$ cat config.mk
export PLATFORM = sky130hd
export DESIGN_NAME = io_bridge_serdes
export DESIGN_NICKNAME = d
export VERILOG_FILES = /design/src/rtl/io_bridge_serdes.sv
export SDC_FILE = /design/constraint.sdc
export NUM_CORES = 1
export LEC_CHECK = 0
export CORE_MARGIN = 3
export CORE_UTILIZATION = 45
export DETAILED_ROUTE_END_ITERATION = 10
export PLACE_DENSITY = 0.79
export SYNTH_ARGS = -nofsm -noshare
export SYNTH_HDL_FRONTEND = slang
export SYNTH_SLANG_ARGS = --single-unit
$ cat constraint.sdc
create_clock -name clk -period 7.1 [get_ports clk]
set_clock_uncertainty 0.2 [all_clocks]
set_input_delay 2.13 -clock clk [delete_from_list [all_inputs] [get_ports clk]]
set_output_delay 2.13 -clock clk [all_outputs]
set_load 0.03 [all_outputs]
$ cat src/rtl/io_bridge_serdes.sv
`default_nettype none
// +----------------------------------------------------------------------------+
// | Module : io_bridge_serdes                                                  |
// | Moves CPU words over a narrow pin bus, one PIN_W-bit beat at a time.       |
// | Revision: 1.0  initial release                                             |
// +----------------------------------------------------------------------------+
module io_bridge_serdes #(
  parameter int WORD_W  = 32,
  parameter int PIN_W   = 8,
  parameter int TIMEOUT = 255
) (
  input  logic              clk,
  input  logic              rst,
  input  logic [PIN_W-1:0]  pin_in,
  input  logic              pin_in_valid,
  output logic [PIN_W-1:0]  pin_addr_out,
  output logic [PIN_W-1:0]  pin_data_out,
  output logic              pin_out_valid,
  input  logic              pin_out_ready,
  input  logic              mem_w,
  input  logic              mem_r,
  input  logic              jump,
  input  logic              branch_success,
  input  logic [WORD_W-1:0] memory_address,
  input  logic [WORD_W-1:0] data_from_register,
  input  logic [WORD_W-1:0] jump_address,
  output logic              cpu_clk,
  output logic [WORD_W-1:0] instruction,
  output logic [WORD_W-1:0] memory_out,
  output logic              mem_done,
  output logic              busy,
  output logic              err
);

  localparam int c_beats = WORD_W / PIN_W;
  localparam int c_bw    = (c_beats > 1) ? $clog2(c_beats) : 1;
  localparam int c_sw    = $clog2(TIMEOUT + 2);
  localparam logic [c_bw-1:0] c_last      = c_bw'(c_beats - 1);
  localparam logic [c_sw-1:0] c_stall_max = c_sw'((TIMEOUT > 0) ? TIMEOUT - 1 : 0);
  localparam bit              c_tmo_en    = (TIMEOUT > 0);

  typedef enum logic [2:0] {
    S_IDLE  = 3'd0,
    S_FETCH = 3'd1,
    S_EXEC  = 3'd2,
    S_SEND  = 3'd3,
    S_TURN  = 3'd4,
    S_READ  = 3'd5
  } state_t;

  state_t            r_state;
  logic [c_bw-1:0]   r_beat;
  logic [c_sw-1:0]   r_stall;
  logic [WORD_W-1:0] r_shadow;
  logic [WORD_W-1:0] r_addr;
  logic [WORD_W-1:0] r_data;
  logic              r_rd;

  logic [c_bw-1:0]   w_beat_nx;
  logic [WORD_W-1:0] w_shadow_next;
  logic [WORD_W-1:0] w_addr_sel;
  logic              w_any;
  logic              w_timeout;

  assign w_beat_nx  = r_beat + 1'b1;
  assign w_addr_sel = (jump | branch_success) ? jump_address : memory_address;
  assign w_any      = mem_w | mem_r | jump | branch_success;
  // Evaluated only on a stalled cycle: this stall is the TIMEOUT-th in a row.
  assign w_timeout  = c_tmo_en && (r_stall == c_stall_max);

  always_comb begin
    w_shadow_next = r_shadow;
    w_shadow_next[r_beat*PIN_W +: PIN_W] = pin_in;
  end

  always_ff @(posedge clk) begin
    if (rst) begin
      r_state       <= S_IDLE;
      r_beat        <= '0;
      r_stall       <= '0;
      r_shadow      <= '0;
      r_addr        <= '0;
      r_data        <= '0;
      r_rd          <= 1'b0;
      pin_addr_out  <= '0;
      pin_data_out  <= '0;
      pin_out_valid <= 1'b0;
      cpu_clk       <= 1'b0;
      instruction   <= '0;
      memory_out    <= '0;
      mem_done      <= 1'b0;
      busy          <= 1'b0;
      err           <= 1'b0;
    end else begin
      cpu_clk  <= 1'b0;
      mem_done <= 1'b0;
      err      <= 1'b0;
      case (r_state)
        S_IDLE: begin
          r_beat  <= '0;
          r_stall <= '0;
          busy    <= 1'b1;
          r_state <= S_FETCH;
        end
        S_FETCH, S_READ: begin
          if (pin_in_valid) begin
            r_shadow <= w_shadow_next;
            r_stall  <= '0;
            if (r_beat == c_last) begin
              r_beat <= '0;
              if (r_state == S_FETCH) begin
                instruction <= w_shadow_next;
                cpu_clk     <= 1'b1;
                r_state     <= S_EXEC;
              end else begin
                memory_out <= w_shadow_next;
                mem_done   <= 1'b1;
                busy       <= 1'b0;
                r_state    <= S_IDLE;
              end
            end else begin
              r_beat <= w_beat_nx;
            end
          end else if (w_timeout) begin
            r_stall <= '0;
            r_beat  <= '0;
            err     <= 1'b1;
            busy    <= 1'b0;
            r_state <= S_IDLE;
          end else begin
            r_stall <= r_stall + 1'b1;
          end
        end
        S_EXEC: begin
          r_rd    <= mem_r;
          r_addr  <= w_addr_sel;
          r_data  <= data_from_register;
          r_stall <= '0;
          r_beat  <= '0;
          if (w_any) begin
            pin_out_valid <= 1'b1;
            pin_addr_out  <= w_addr_sel[PIN_W-1:0];
            pin_data_out  <= data_from_register[PIN_W-1:0];
            r_state       <= S_SEND;
          end else begin
            busy    <= 1'b0;
            r_state <= S_IDLE;
          end
        end
        S_SEND: begin
          if (pin_out_ready) begin
            r_stall <= '0;
            if (r_beat == c_last) begin
              r_beat        <= '0;
              pin_out_valid <= 1'b0;
              pin_data_out  <= '0;
              if (r_rd) begin
                pin_addr_out <= '1;
                r_state      <= S_TURN;
              end else begin
                pin_addr_out <= '0;
                busy         <= 1'b0;
                r_state      <= S_IDLE;
              end
            end else begin
              r_beat       <= w_beat_nx;
              pin_addr_out <= r_addr[w_beat_nx*PIN_W +: PIN_W];
              pin_data_out <= r_data[w_beat_nx*PIN_W +: PIN_W];
            end
          end else if (w_timeout) begin
            r_stall       <= '0;
            r_beat        <= '0;
            pin_out_valid <= 1'b0;
            pin_addr_out  <= '0;
            pin_data_out  <= '0;
            err           <= 1'b1;
            busy          <= 1'b0;
            r_state       <= S_IDLE;
          end else begin
            r_stall <= r_stall + 1'b1;
          end
        end
        S_TURN: begin
          pin_addr_out <= '0;
          r_stall      <= '0;
          r_beat       <= '0;
          r_state      <= S_READ;
        end
        default: begin
          busy    <= 1'b0;
          r_state <= S_IDLE;
        end
      endcase
    end
  end

endmodule
`default_nettype wire

# ---- Word-level counts from Yosys, hierarchy flattened
# Cells that the tools add are included.
# Widths: inputs -> output; s select.
dict set report totals {
  ff_bits 196
  inputBits 112
}
dict set report classes {
  n_addsub 3
  eq_ne 14
  shifts 4
  muxes 50
  bitwise 9
  reduce_logical 15
}
# operator count
set ops {}
lappend ops {{$mux 8} 8}
lappend ops {{$shiftx 32x6->8} 2}
lappend ops {{$neg 5->34} 1}
lappend ops {{$shift 8x34->32 const A} 1}
lappend ops {{$shiftx 8x34->32} 1}
lappend ops {{$bwmux 32} 1}
lappend ops {{$mux 32} 1}
lappend ops {{$mux 9} 3}
lappend ops {{$pmux 9 s3} 1}
lappend ops {{$pmux 8 s3} 1}
lappend ops {{$mux 3} 6}
lappend ops {{$mux 1} 17}
lappend ops {{$pmux 8 s2} 1}
lappend ops {{$ne 3x3->1 const B} 5}
lappend ops {{$pmux 3 s5} 1}
lappend ops {{$mux 2} 6}
lappend ops {{$reduce_and 4->1} 3}
lappend ops {{$add 9x1->9 const B} 1}
lappend ops {{$eq 9x8->1 const B} 1}
lappend ops {{$eq 3x2->1 const B} 2}
lappend ops {{$eq 3x3->1 const B} 2}
lappend ops {{$pmux 2 s3} 1}
lappend ops {{$reduce_and 3->1} 2}
lappend ops {{$reduce_and 6->1} 1}
lappend ops {{other kinds (15)} 26}

# ---- Longest topological paths before layout
dict set report logic_depth {
  depth_word 5
  depth_mapped 8
}

# ---- Least setup slack after synthesis
# Ideal clock, no wire load.
dict set report synth_timing {
  kind {input to register}
  startpoint {input branch_success}
  endpoint {register pin_addr_out[7]}
  t_arrival_ns 3.346
  slack_ns 3.419
  path_stages 6
  cell_sequence {buf_2 nor2_2 buf_4 mux2_2 a221oi_1 a211oi_1}
}
dict set report synth_via {
  elab_chain_len 4
  elab_cells_between_ends 7
  classes_between {eq/ne (1); mux (3); bitwise (2); reduce/logical (1)}
}
# element line_no
set synth_rtl {}
lappend synth_rtl {{start, declared} 23} ;# input logic branch_success,
lappend synth_rtl {{$or 1x1->1} 66} ;# assign w_addr_sel = (jump | branch_success) ? jump_address : memory_address;
lappend synth_rtl {{$mux 32} 66}
lappend synth_rtl {{$mux 8} 140} ;# if (w_any) begin
lappend synth_rtl {{$pmux 8 s3} 98} ;# case (r_state)
lappend synth_rtl {{end signal, assigned} 142} ;# pin_addr_out <= w_addr_sel[PIN_W-1:0];
lappend synth_rtl {{end signal, assigned} 167} ;# pin_addr_out <= r_addr[w_beat_nx*PIN_W +: PIN_W];
lappend synth_rtl {{end, declared} 16} ;# output logic [PIN_W-1:0] pin_addr_out,
# Several ways; a longest one is shown, not always the timed one. The select of a mux whose other input is x is not followed.
# A chain may end at the register's enable or synchronous reset.

# ---- Worst setup path in the final report
dict set report layout_timing {
  startpoint {input pin_in_valid}
  endpoint {register instruction[0]}
}
dict set report layout_via {
  elab_chain_len 1
}
# element line_no
set layout_rtl {}
lappend layout_rtl {{start, declared} 15} ;# input logic pin_in_valid,
lappend layout_rtl {{$reduce_and 4->1 (no source line)} --}
lappend layout_rtl {{end signal, assigned} 112} ;# instruction <= w_shadow_next;
lappend layout_rtl {{end, declared} 28} ;# output logic [WORD_W-1:0] instruction,
# Every way passes these cells.

==> flow_metrics.env <==
export IMPL_internal_power_w=0.00180
export IMPL_p_leak_nw=3.56
export IMPL_fin_tns_setup_ns=0
export IMPL_crit_path_top_delay_cell="and3b_2"
export IMPL_cp_top_family="simple AND/OR/NAND/NOR gates"
export IMPL_cts_tree="built"
export IMPL_start_kind="input port"
export IMPL_tightest_slew_ns=1.10
export IMPL_ys_ff_latch=196
export IMPL_critPathMaxFanout=68
export IMPL_netlist_area_um2=8430
export IMPL_cts_max_level=4
export IMPL_vias=7346
export IMPL_cts_resized=0
export IMPL_slew_headroom_pct=26.8
export IMPL_rsz0062_at_grt="false"
export IMPL_final_max_slew_viol_count=0
export IMPL_cts_buffers=17
export IMPL_grt_pass1_wl_mm=34.3
export IMPL_hold_viol_final=0
export IMPL_finalCriticalPeriod_ns=4.70
export IMPL_hp_start="r_data[16]"
export IMPL_yosys_warnings=0
export IMPL_fin_crit_sh_pct=66.2
export IMPL_drive_above_1_share_pct=7.75
export IMPL_antenna_found_initial=0
export IMPL_path_cells="clkdlybuf4s50_1 > and3b_2 > buf_4 > and3b_2 > nor2_1 > a211oi_1"
export IMPL_maxCapViolations=0
export IMPL_num_io_pins=197
export IMPL_status="finished clean"
export IMPL_yosysSeqAreaShare_pct=46.6
export IMPL_antennaDiodeCount=0
export IMPL_clk_latency_ns=0.43
export IMPL_pwr_share_seq_pct=47.6
export IMPL_drc=0
export IMPL_swShare_pct=27.6
export IMPL_cp_required_ns=7.24
export IMPL_switching_power_w=0.000685
export IMPL_synth_distinct_cells=58
export IMPL_path_depth=6
export IMPL_ys_async_sr_fraction_pct=0
export IMPL_hold_path_depth=2
export IMPL_viasPerCell=5.49
export IMPL_die_h_um=143
export IMPL_dr_pass1_iters=5
export IMPL_dieArea_um2=20400
export IMPL_p_comb_share_pct=15.3
export IMPL_yosysTopAreaCell="dfxtp_1"
export IMPL_hold_buffers=0
export IMPL_drt_wirelength_per_cell_um=16.0
export IMPL_r2r_start="r_state[0]"
export IMPL_hold_end="r_data[16]"
export IMPL_max_freq_ghz=0.213
export IMPL_drt_iter0_markers=497
export IMPL_grt_pass1_vias=6726
export IMPL_syn_nets=1069
export IMPL_r2r_end="instruction[0]"
export IMPL_ff2ff_setup_slack_ns=3.90
export IMPL_cts_sinks=196
export IMPL_synth_top_cell_area_share_pct=46.6
export IMPL_drt_wl_total_mm=21.5
export IMPL_cp_common_cell="and3b_2"
export IMPL_pwr_density_cell_nw_per_um2=227
export IMPL_gp_congestion=0.840
export IMPL_synth_area_leaders="dfxtp_1 47%, a211oi_1 9.5%, a21oi_1 5.9%"
export IMPL_r2r_cells=5
export IMPL_clkPwrFrac_pct=37.1
export IMPL_grt_start_max_net_pins=138
export IMPL_finalSetupViolations=0
export IMPL_nets=1216
export IMPL_core_region_area_um2=18100
export IMPL_start_util_pct=46.4
export IMPL_ant_nets=0
export IMPL_slowest_delay_ns=1.01
export IMPL_path_class="in2reg"
export IMPL_synth_edf_count=0
export IMPL_post_cts_setup_buffers=0
export IMPL_rows=49
export IMPL_syn_to_final_growth_pct=30.1
export IMPL_die_w_um=143
export IMPL_crit_path_end_kind="flip-flop"
export IMPL_worst_path_buf_inv=2
export IMPL_worstHoldPathType="reg2reg"
export IMPL_grtUsageTotal_pct=20.6
export IMPL_worstSetupStartpoint="pin_in_valid"
export IMPL_portBuffers=196
export IMPL_critical_path_arrival_ns=4.84
export IMPL_cts_reportedPaths_clkPinSlew_ns=0.08
export IMPL_whs_ns=0.255
export IMPL_synth_cells=949
export IMPL_clockRootBuffer="clkbuf_16"
export IMPL_grt_overflow=0
export IMPL_dp_hpwl_mm=14.8
export IMPL_ir_drop_mv=0.163
export IMPL_clockBufferDepth=2
export IMPL_synth_avg_cell_area_um2=8.88
export IMPL_synthFlopType="dfxtp_1"
[layer usage]
metal	vias up	share of wire (%)	track usage, %
met4	0	0.87	4.70
met3	13	7.2	5.79
met1	3358	45	27.9
met2	265	47	32.8
li1	3710	-	-
met5	-	0	0
[how the worst max path moves through the flow]
stage / endpoint
2_1_floorplan: pin_addr_out[7]
3_3_place_gp: memory_out[20]
3_5_place_dp: instruction[0]
4_1_cts: instruction[0]
5_1_grt: memory_out[5]
6_report: instruction[0]
[registers in the layout, summed over array words and instances, names as in the netlist, 2 cells and up]
name / count
pin_data_out: 8
r_state: 3
r_data: 32
r_addr: 32
pin_addr_out: 8
r_beat: 2
r_stall: 9
instruction: 32
memory_out: 32
r_shadow: 32
[tightest hold or removal path: cells and delay by family, from the launching register on]
kind / cells / cell delay [ns]
AO/OA/AOI/OAI: 1 / 0.05
flip-flops: 1 / 0.31
AND/OR/NAND/NOR: 1 / 0.05
[synth_stat cells, types with 2 or more instances]
cell type,number
and3b_1,3
buf_6,3
nor3_1,3
buf_4,4
clkbuf_1,38
a221oi_1,8
buf_1,6
o21a_1,2
mux2_2,8
and4b_1,2
nor3_2,2
nand4_1,3
a41oi_1,2
a311oi_1,33
nor2b_1,38
o21ai_2,2
buf_2,26
dfxtp_1,196
nand2_1,132
ha_1,8
o21ai_0,30
mux4_2,16
nor2_1,129
and2_1,3
a21oi_1,99
or3_1,3
and3_1,2
inv_1,5
nor3b_2,2
a21boi_0,2
nand2b_1,2
xnor2_1,3
xor2_1,3
a211oi_1,107
[final cells by class]
class                      instances  area [um^2]
clock buffer                      19          453
sequential                       196         3920
tap                              229          287
timing repair buffer             205         2030
inverter                           6         22.5
clock inverter                    13          114
fill                            1577         7190
multi-input combinational        670         4130
[placed cells by master (no fill, tap or decap), drive strengths merged, types with 19 or more instances in the layout]
| cell | synthesis | routed |
|---|---|---|
| a211oi | 107 | 107 |
| nor2 | 130 | 130 |
| clkbuf | 38 | 19 |
| clkdlybuf4s50 | 0 | 195 |
| o21ai | 33 | 33 |
| nor2b | 38 | 38 |
| nand2 | 132 | 132 |
| a21oi | 99 | 99 |
| dfxtp | 196 | 196 |
| a311oi | 33 | 33 |
[through the flow]
step / instances / power (W) / worst slack (ns) / area, um^2 / utilization, %
2_1_floorplan: 949 / 0.00145 / 3.42 / 8430 / -
3_3_place_gp: 1306 / 0.00158 / 2.05 / 10400 / 57.3
3_5_place_dp: 1306 / 0.00159 / 1.99 / 10400 / 57.3
4_1_cts: 1338 / 0.00251 / 2.43 / 11000 / 60.4
5_1_grt: 1338 / 0.00259 / 2.13 / 11000 / 60.4
6_report: 1338 / 0.00249 / 2.40 / 11000 / 60.4
[power by group through the flow]
| stage | Sequential [W] | Clock (W) | Combinational (W) |
|---|---|---|---|
| 3_5_place_dp | 0.00121 | 0 | 0.000379 |
| 2_1_floorplan | 0.00122 | 0 | 0.000227 |
| 3_3_place_gp | 0.00121 | 0 | 0.000374 |
| 4_1_cts | 0.00118 | 0.000939 | 0.000382 |
| 5_1_grt | 0.00119 | 0.000978 | 0.000419 |
| 6_report | 0.00119 | 0.000922 | 0.000380 |
[cell families after synthesis]
kind of cell    after synthesis  synth area share, %
mux                          24                 5.35
flops                       196                 46.6
xor+xnor                      6                0.624
simple gates                338                 18.5
compound gates              294                 23.2
fa+ha+maj                     8                 1.19
buf+inv                      83                 4.53
No activity file was read; power rests on OpenSTA's default activity.
